**src/rtl/fft_3_pkg.sv**
```systemverilog
// Shared definitions for the fft_3 datapath and its sequencer: state
// encoding, twiddle ROM geometry and the legal range of LOG2N.
package fft_3_pkg;

  typedef enum logic [1:0] {
    ST_IDLE  = 2'd0,
    ST_RUN   = 2'd1,
    ST_DRAIN = 2'd2,
    ST_DONE  = 2'd3
  } seq_state_e;

  localparam int unsigned TW_IDX_W   = 3;
  localparam int unsigned TW_ENTRIES = 8;
  localparam int unsigned LOG2N_MIN  = 1;
  localparam int unsigned LOG2N_MAX  = 3;

  function automatic bit log2n_legal(input int unsigned l);
    return (l >= LOG2N_MIN) && (l <= LOG2N_MAX);
  endfunction

endpackage

```
**src/rtl/fft_seq_delay.sv**
```systemverilog
// Fixed-depth shift register with asynchronous clear. Carries the issued
// read (strobe, addresses, scale) forward to the write-back port.
module fft_seq_delay #(
  parameter int unsigned DEPTH = 2,
  parameter int unsigned WIDTH = 8
) (
  input  logic             clk,
  input  logic             rst,
  input  logic [WIDTH-1:0] din,
  output logic [WIDTH-1:0] dout
);

  logic [DEPTH-1:0][WIDTH-1:0] pipe_q, pipe_d;

  // Shift one slot per cycle, new entry enters at slot 0.
  always_comb begin
    pipe_d    = pipe_q;
    pipe_d[0] = din;
    for (int unsigned i = 1; i < DEPTH; i++) begin
      pipe_d[i] = pipe_q[i-1];
    end
  end

  // Pipeline registers; reset discards every pending entry.
  always_ff @(posedge clk or posedge rst) begin
    if (rst) pipe_q <= '0;
    else     pipe_q <= pipe_d;
  end

  assign dout = pipe_q[DEPTH-1];

endmodule

```
**src/rtl/fft_seq_ctrl_3.sv**
```systemverilog
// In-place radix-2 DIT FFT sequencer: issues butterfly read addresses and
// twiddle indices stage by stage, draining the butterfly pipeline between
// stages. Optional macro FFT_SEQ_SCALE_EN enables the per-stage 1/2 scale.
module fft_seq_ctrl_3
  import fft_3_pkg::*;
#(
  parameter int unsigned LOG2N  = 3,
  parameter int unsigned BF_LAT = 2
) (
  input  logic                clk,
  input  logic                rst,
  input  logic                start,
  input  logic                hold,
  output logic                busy,
  output logic                done,
  output logic                rd_en,
  output logic [LOG2N-1:0]    rd_addr_a,
  output logic [LOG2N-1:0]    rd_addr_b,
  output logic [TW_IDX_W-1:0] tw_index,
  output logic [1:0]          stage,
  output logic                wr_en,
  output logic [LOG2N-1:0]    wr_addr_a,
  output logic [LOG2N-1:0]    wr_addr_b,
  output logic                scale
);

  localparam int unsigned AW  = LOG2N;
  localparam int unsigned JW  = (LOG2N > 1) ? LOG2N - 1 : 1;
  localparam int unsigned CW  = $clog2(BF_LAT + 1);
  localparam int unsigned DLW = 2 * LOG2N + 2;

  localparam logic [JW-1:0] J_LAST     = JW'((2 ** (LOG2N - 1)) - 1);
  localparam logic [CW-1:0] DRAIN_LAST = CW'(BF_LAT - 1);
  localparam logic [1:0]    LAST_STAGE = 2'(LOG2N - 1);

  if (!log2n_legal(LOG2N) || (BF_LAT < 1) || ((2 ** TW_IDX_W) != TW_ENTRIES)) begin : g_param_err
    $error("fft_seq_ctrl_3: illegal LOG2N or BF_LAT");
  end

  seq_state_e          state_q, state_d;
  logic [JW-1:0]       j_q, j_d;
  logic [1:0]          s_q, s_d;
  logic                last_q, last_d;
  logic [CW-1:0]       drain_q, drain_d;

  logic                issue;
  logic [JW-1:0]       iss_j;
  logic [1:0]          iss_s;

  logic [AW-1:0]       jx, half, pos, grp, addr_a, addr_b;
  logic [TW_IDX_W-1:0] tw;

  logic                busy_q, busy_d;
  logic                done_q, done_d;
  logic                rd_en_q, rd_en_d;
  logic [AW-1:0]       rd_addr_a_q, rd_addr_a_d;
  logic [AW-1:0]       rd_addr_b_q, rd_addr_b_d;
  logic [TW_IDX_W-1:0] tw_q, tw_d;
  logic [1:0]          stage_q, stage_d;
  logic                scale_bit;

  logic [DLW-1:0]      dly_in, dly_out;
  logic                wr_scale_unused;

  // Next state and issue decision. The registered read port runs one cycle
  // behind this decision, so a butterfly is issued from IDLE (first of the
  // transform), from the final DRAIN cycle (first of the next stage) and
  // from RUN; last_q marks that the stage's final butterfly is on the port.
  always_comb begin
    state_d = state_q;
    j_d     = j_q;
    s_d     = s_q;
    last_d  = last_q;
    drain_d = drain_q;
    issue   = 1'b0;
    iss_j   = j_q;
    iss_s   = s_q;
    unique case (state_q)
      ST_IDLE: begin
        if (start) begin
          state_d = ST_RUN;
          issue   = 1'b1;
          iss_j   = '0;
          iss_s   = '0;
          s_d     = '0;
        end
      end
      ST_RUN: begin
        if (last_q) begin
          state_d = ST_DRAIN;
          drain_d = '0;
        end else if (!hold) begin
          issue = 1'b1;
        end
      end
      ST_DRAIN: begin
        if (drain_q == DRAIN_LAST) begin
          if (s_q == LAST_STAGE) begin
            state_d = ST_DONE;
          end else begin
            state_d = ST_RUN;
            issue   = 1'b1;
            iss_j   = '0;
            iss_s   = s_q + 2'd1;
            s_d     = s_q + 2'd1;
          end
        end else begin
          drain_d = drain_q + CW'(1);
        end
      end
      ST_DONE: begin
        state_d = ST_IDLE;
        s_d     = '0;
        j_d     = '0;
        last_d  = 1'b0;
        drain_d = '0;
      end
      default: state_d = ST_IDLE;
    endcase
    if (issue) begin
      if (iss_j == J_LAST) begin
        last_d = 1'b1;
        j_d    = '0;
      end else begin
        last_d = 1'b0;
        j_d    = iss_j + JW'(1);
      end
    end
  end

  // Butterfly address and twiddle index for the butterfly being issued.
  always_comb begin
    jx     = AW'(iss_j);
    half   = AW'(1) << iss_s;
    pos    = jx & (half - AW'(1));
    grp    = jx >> iss_s;
    addr_a = (grp << (iss_s + 2'd1)) | pos;
    addr_b = addr_a + half;
    tw     = TW_IDX_W'(pos) << (2'd2 - iss_s);
  end

  // Output register inputs: read-side fields only move on an issue.
  always_comb begin
    rd_en_d     = issue;
    rd_addr_a_d = issue ? addr_a : rd_addr_a_q;
    rd_addr_b_d = issue ? addr_b : rd_addr_b_q;
    tw_d        = issue ? tw     : tw_q;
    stage_d     = issue ? iss_s  : stage_q;
    busy_d      = (state_d == ST_RUN) || (state_d == ST_DRAIN);
    done_d      = (state_d == ST_DONE);
  end

  // Sequencer state and registered outputs.
  always_ff @(posedge clk or posedge rst) begin
    if (rst) begin
      state_q     <= ST_IDLE;
      j_q         <= '0;
      s_q         <= '0;
      last_q      <= 1'b0;
      drain_q     <= '0;
      busy_q      <= 1'b0;
      done_q      <= 1'b0;
      rd_en_q     <= 1'b0;
      rd_addr_a_q <= '0;
      rd_addr_b_q <= '0;
      tw_q        <= '0;
      stage_q     <= '0;
    end else begin
      state_q     <= state_d;
      j_q         <= j_d;
      s_q         <= s_d;
      last_q      <= last_d;
      drain_q     <= drain_d;
      busy_q      <= busy_d;
      done_q      <= done_d;
      rd_en_q     <= rd_en_d;
      rd_addr_a_q <= rd_addr_a_d;
      rd_addr_b_q <= rd_addr_b_d;
      tw_q        <= tw_d;
      stage_q     <= stage_d;
    end
  end

`ifdef FFT_SEQ_SCALE_EN
  logic scale_q, scale_d;

  // Halve on every stage: scale asserts with the first read and stays set.
  always_comb begin
    scale_d = issue ? 1'b1 : scale_q;
  end

  // Scale request register.
  always_ff @(posedge clk or posedge rst) begin
    if (rst) scale_q <= 1'b0;
    else     scale_q <= scale_d;
  end

  assign scale_bit = scale_q;
`else
  assign scale_bit = 1'b0;
`endif

  assign dly_in = {rd_en_q, rd_addr_a_q, rd_addr_b_q, scale_bit};

  fft_seq_delay #(
    .DEPTH (BF_LAT),
    .WIDTH (DLW)
  ) u_delay (
    .clk  (clk),
    .rst  (rst),
    .din  (dly_in),
    .dout (dly_out)
  );

  assign {wr_en, wr_addr_a, wr_addr_b, wr_scale_unused} = dly_out;

  assign busy      = busy_q;
  assign done      = done_q;
  assign rd_en     = rd_en_q;
  assign rd_addr_a = rd_addr_a_q;
  assign rd_addr_b = rd_addr_b_q;
  assign tw_index  = tw_q;
  assign stage     = stage_q;
  assign scale     = scale_bit;

endmodule

```
**config.mk**
```make
export PLATFORM = sky130hd
export DESIGN_NAME = fft_seq_ctrl_3
export DESIGN_NICKNAME = d
export VERILOG_FILES = /design/src/rtl/fft_3_pkg.sv /design/src/rtl/fft_seq_delay.sv /design/src/rtl/fft_seq_ctrl_3.sv
export SDC_FILE = /design/constraint.sdc
export NUM_CORES = 1
export LEC_CHECK = 0
export CORE_ASPECT_RATIO = 0.7
export CORE_MARGIN = 2
export CORE_UTILIZATION = 28
export DETAILED_ROUTE_END_ITERATION = 7
export PLACE_DENSITY = 0.47
export SETUP_SLACK_MARGIN = 0.5
export SYNTH_ARGS = -nofsm -noshare
export SYNTH_HDL_FRONTEND = slang
export SYNTH_SLANG_ARGS = --single-unit
export TNS_END_PERCENT = 1
```
**constraint.sdc**
```tcl
create_clock -name clk -period 2.9 [get_ports clk]
set_input_delay 0.58 -clock clk [delete_from_list [all_inputs] [get_ports clk]]
set_output_delay 0.58 -clock clk [all_outputs]
set_load 0.02 [all_outputs]
```
Yosys cells after proc, flatten, opt, wreduce, memory -nomap -nowiden --
Cells that the tools add are included.
Storage, ports and cells: bits in registers 37, word-level logic and storage cells 73
Cells by class: add/sub/neg operators 7, equal/unequal tests 11, shift operators 4, mux-type cells 29, bitwise gates (word level) 2, reductions and logical operators 6
Operator list (count):
- $mux 2 | 15
- $eq 2x2->1 const B | 6
- $pmux 2 s3 | 2
- $add 2x1->2 const B | 4
- $mux 1 | 8
- $pmux 2 s2 | 2
- $pmux 2 s4 | 1
- $eq 2x1->1 const B | 3
- $reduce_bool 3->1 | 2
- $shl 3x2->3 | 2
- $ne 2x2->1 const B | 2
- $add 3x3->3 | 1
- $and 2x3->3 | 1
- $or 3x3->3 | 1
- $pmux 1 s3 | 1
- $reduce_and 3->1 | 1
- $shl 1x2->3 const A | 1
- $shr 2x2->3 | 1
- $sub 3x1->3 const B | 1
- $logic_not 2->1 | 1
- $reduce_bool 2->1 | 1
- $sub 2x2->2 const A | 1
- $logic_or 1x1->1 | 1

Longest topological paths before layout --
depth in word-level cells 9, gate-level depth with buffers 13, mapped depth without buffers 12

Cells and area by module --
Synthesis repeated with hierarchy kept, for this count alone.
Unflattened totals: cell total of the unflattened synthesis 152, area, all modules 1756.7 um^2
By module, submodules not included:
- fft_seq_ctrl_3 | times used 1, cells an instance 135, area an instance 1352.5 um^2, sequential area each 575.6 um^2
- fft_seq_delay | times used 1, cells an instance 17, area an instance 404.1 um^2, sequential area each 400.4 um^2

Least setup slack after synthesis --
Ideal clock, no wire load.
path kind register -> register, start point reg s_q[0], end point reg rd_addr_b_q[1], in the netlist rd_addr_b[1], setup time 134 ps, arrival time 2903 ps, data required time 2766 ps, path slack -138 ps, stages on the path, launching flop included 13, path buffers 0, cell sequence dfrtp_1 -> inv_1 -> ha_1 -> and4b_2 -> a211oi_1 -> ha_1 -> nor4b_1 -> a41o_2 -> ha_1 -> xor2_1 -> o31ai_1 -> nor4_1 -> a211oi_2
Between the ends: word-level cells in the longest chain between the ends 9
Ends and longest elaborated chain:
- start: declaration | line fft_seq_ctrl_3.sv:42 | logic [1:0] s_q, s_d;
- start signal: assignment | line fft_seq_ctrl_3.sv:158 | s_q <= '0;
- start signal: assignment | line fft_seq_ctrl_3.sv:171 | s_q <= s_d;
- $add 2x1->2 or $eq 2x2->1 (tied branches) | line fft_seq_ctrl_3.sv:104, fft_seq_ctrl_3.sv:98
- $mux 2
- $mux 2 | line fft_seq_ctrl_3.sv:97 | if (drain_q == DRAIN_LAST) begin
- $pmux 2 s2 | line fft_seq_ctrl_3.sv:78 | unique case (state_q)
- $shl 1x2->3 | line fft_seq_ctrl_3.sv:134 | half = AW'(1) << iss_s;
- $sub 3x1->3 | line fft_seq_ctrl_3.sv:135 | pos = jx & (half - AW'(1));
- $and 2x3->3 | line fft_seq_ctrl_3.sv:135
- $or 3x3->3 * | line fft_seq_ctrl_3.sv:137 | addr_a = (grp << (iss_s + 2'd1)) | pos;
- via addr_a[0] | line fft_seq_ctrl_3.sv:50 | logic [AW-1:0] jx, half, pos, grp, addr_a, addr_b;
- $add 3x3->3 * | line fft_seq_ctrl_3.sv:138 | addr_b = addr_a + half;
- end signal: assignment | line fft_seq_ctrl_3.sv:178 | rd_addr_b_q <= rd_addr_b_d;
- end: declaration | line fft_seq_ctrl_3.sv:57 | logic [AW-1:0] rd_addr_b_q, rd_addr_b_d;
The timed path passes the listed nets; every way through them passes the cells marked *. A chain may end at the register's enable or synchronous reset.

Worst setup path in the final report --
start point reg drain_q[1], end point reg rd_addr_b_q[1], in the netlist rd_addr_b[1]
Between the ends: word-level cells in the longest chain between the ends 8
Ends and longest elaborated chain:
- start: declaration | line fft_seq_ctrl_3.sv:44 | logic [CW-1:0] drain_q, drain_d;
- start signal: assignment | line fft_seq_ctrl_3.sv:173 | drain_q <= drain_d;
- $eq 2x1->1 * | line fft_seq_ctrl_3.sv:97
- $mux 2 | line fft_seq_ctrl_3.sv:97
- $pmux 2 s2 | line fft_seq_ctrl_3.sv:78
- $shl 1x2->3 | line fft_seq_ctrl_3.sv:134
- $sub 3x1->3 | line fft_seq_ctrl_3.sv:135
- $and 2x3->3 | line fft_seq_ctrl_3.sv:135
- $or 3x3->3 * | line fft_seq_ctrl_3.sv:137
- via addr_a[0] | line fft_seq_ctrl_3.sv:50
- $add 3x3->3 * | line fft_seq_ctrl_3.sv:138
Marked as above.

==> flow_summary.toml <==
[run_status]
status = "finished, final reports clean"

[final_layout]
drive_above_1_share_pct = 29.9
stdcell_count = 269
final_common_cell = "dfrtp_1"
antennaDiodeCount = 0
num-fill-cells = 573
area_delta_synth_final_pct = 33.6
fin_nets = 205
final_cell_mix = "dfrtp_1 (34), clkdlybuf4s50_1 (23), buf_4 (20)"

[grt]
use_met2_pct = 15.5
grt_antenna_before_repair = 0
grt_max_degree = 38
grt_pass1_wl_um = 6070
overflow = 0
grt_use_met1_pct = 15.3
grt_pass1_vias = 1233
grt_util_met3_pct = 3.43
busiest_layer = "met2"
track_usage_pct = 11.0

[timing]
tns_ns = 0
fmax_mhz = 395
drv_slew = 0
rsz0062_at_grt = "true"
hold_viol = 0
fin_skew_ns = 0.00460
fin_crit_sh_pct = 87.2
setup_violations = 0
fin_crit_ns = 2.53

[placement]
gp_congestion = 0.807
dp_hpwl_um = 2590
dp.cells = 259
io_buffer_count = 24

[route]
first_pass_iters = 4
drtIter0Drc = 80
vias_per_cell = 4.64
antenna_left = 0
drc = 0
routed_wl_um = 3430
vias = 1248
avgRoutedWirePerCell_um = 12.8

[floorplan]
fp.dieH_um = 69.8
start_util_pct = 29.6
die_x_um = 98.0
coreArea_sq_um = 5840
dieArea_sq_um = 6830
rows = 23
ioPinCount = 26

[clock_network]
h-tree-depth = 2
cts_inserted_buffers = 5
cts_tree = "done"
clockRootBuffer = "clkbuf_8"
clk_pin_slew_ns = 0.07
clock_sinks = 37
hold_buffers = 0
clockBufferDepth = 2
worstSkewPairLatency_ns = 0.29

[synth]
synth_cell_type_count = 43
netlist_area_sq_um = 1730
ys_ff_latch = 37
yosysSeqAreaShare_pct = 53.5
synth_edf_count = 0
synthSimpleGateAreaFrac_pct = 16.5
synth_compound_area_share_pct = 12.4
syn_avg_cell_area_sq_um = 11.3
synth-warning-count = 0
synth_xor_area_share_pct = 1.52
ys_async_sr_fraction_pct = 100
synth_ff_type = "dfrtp_1"
syn_nets = 165
synthMuxAreaShare_pct = 2.39
synth_top_family_by_area = "simple AND/OR/NAND/NOR gates"
synthCells = 153
synth-adder-area-share_pct = 5.78

[critical_path]
cp.required_ns = 3.06
start_kind = "flop"
r2r_start = "drain_q[1]"
critical_path_class = "flop to flop"
cp-startpoint = "drain_q[1]"
crit_end = "rd_addr_b[1]"
reg2reg_to = "rd_addr_b[1]"
endpoint_kind = "flop"
worstPathArrival_ns = 2.69
path_max_fanout = 6
ff2ff_setup_slack_ns = 0.37
rr_worst_depth = 12

[pwr]
p_leak_uw = 0.00103
swShare_pct = 38.3
pwr_density_cell_nw_per_um2 = 1000
p_clk_share_pct = 15.1
p_seq_share_pct = 36.7
pwr-share-comb_pct = 48.1
internal_power_uw = 1430
peakVddDrop_mv = 0.223
switching_power_uw = 887

[hold_path]
hold_class = "flop to flop"

[job]
cap_violations = 0
==> final cells by class <==
class | instances | area [sq um] | share of cell area [%]
Clock buffer | 5 | 68.8 | 2.98
Clock inverter | 3 | 17.5 | 0.758
Inverter | 10 | 40.0 | 1.73
Multi-Input combinational cell | 94 | 762 | 33.0
Sequential cell | 37 | 930 | 40.2
Tap cell | 75 | 93.8 | 4.06
Timing Repair Buffer | 45 | 400 | 17.3
==> power groups by stage <==
stage | sequential, uW | combinational [uW] | clock [uW]
2_1_floorplan | 912 | 666 | 0
3_5_place_dp | 862 | 1100 | 0
6_report | 851 | 1110 | 351
4_1_cts | 856 | 1130 | 368
3_3_place_gp | 854 | 1090 | 0
5_1_grt | 884 | 1230 | 393
==> logic make-up after synthesis <==
group                    count (synthesis)
flip-flops                              37
adder cells (fa/ha/maj)                  8
XOR/XNOR                                 3
other                                    1
AO/OA/AOI/OAI                           28
buffers and inverters                   22
multiplexers                             4
AND/OR/NAND/NOR                         50
==> registers in the layout, summed over array words and instances, names as in the netlist <==
signal / count
stage: 2
drain_q: 2
s_q: 2
busy: 1
u_delay.pipe_d: 7
state_q: 2
last_q: 1
rd_en: 1
j_q: 2
tw_index: 3
rd_addr_a: 3
done: 1
rd_addr_b: 3
u_delay.dout: 7
==> metal layers <==
metal / part of all wire, % / vias up
met1: 51 / 604
li1: - / 605
met4: 2.2 / 0
met5: 0 / -
met3: 4.2 / 9
met2: 42 / 30
==> synthesized netlist by cell type, types with 2 or more instances <==
cell type	number	area share, %
dfrtp_1	37	54
nand2_1	19	4.1
inv_1	9	2.0
buf_4	8	3.5
ha_1	8	5.8
o21ai_0	8	2.3
a21oi_1	7	2.0
nor2_1	6	1.3
nand3_1	5	1.4
o31ai_1	4	1.7
mux2i_1	3	1.7
nor4_1	3	1.1
and4b_2	2	1.3
nor2b_1	2	0.72
nor3_1	2	0.58
nor4b_1	2	1.0
xor2_1	2	1.0
==> worst max-delay path, cell delays in order, from the launching register on <==
cell      delay, ns
dfrtp_1        0.39
inv_2          0.07
ha_4           0.16
and2b_2        0.24
a221oi_4       0.31
ha_4           0.20
nor4b_4        0.05
a41o_2         0.26
ha_4           0.16
xor2_2         0.16
o31ai_1        0.10
nor4_1         0.25
a211oi_2       0.06
==> worst min path at each step <==
stage | from | end | cells past startpoint
floorplan | u_delay.pipe_d[9] | u_delay.dout[1] | 0
global placement | u_delay.pipe_d[15] | u_delay.dout[7] | 0
detailed placement | u_delay.pipe_d[15] | u_delay.dout[7] | 0
CTS | u_delay.pipe_d[12] | u_delay.dout[4] | 0
global route | u_delay.pipe_d[12] | u_delay.dout[4] | 0
finish | u_delay.pipe_d[15] | u_delay.dout[7] | 0
==> per-stage QoR <==
step	utilization, %	setup slack [ns]	hold slack, ns	total power (uW)	cell area, sq um
after global routing	39.6	0.166	0.358	2500	2310
after detailed placement	37.5	-0.238	0.336	1960	2190
after floorplan	-	0.126	0.331	1580	1810
after global placement	37.5	-0.201	0.331	1940	2190
final	39.6	0.370	0.350	2320	2310
after CTS	39.6	0.340	0.350	2350	2310
==> what timing repair did <==
| action | in CTS | in global routing |
|---|---|---|
| pin swaps | 6 | 0 |
| gates resized for setup | 8 | 0 |
| setup buffers | 2 | 0 |
| endpoints found under the setup margin | 4 | 4 |
No activity file was read; power rests on OpenSTA's default activity.
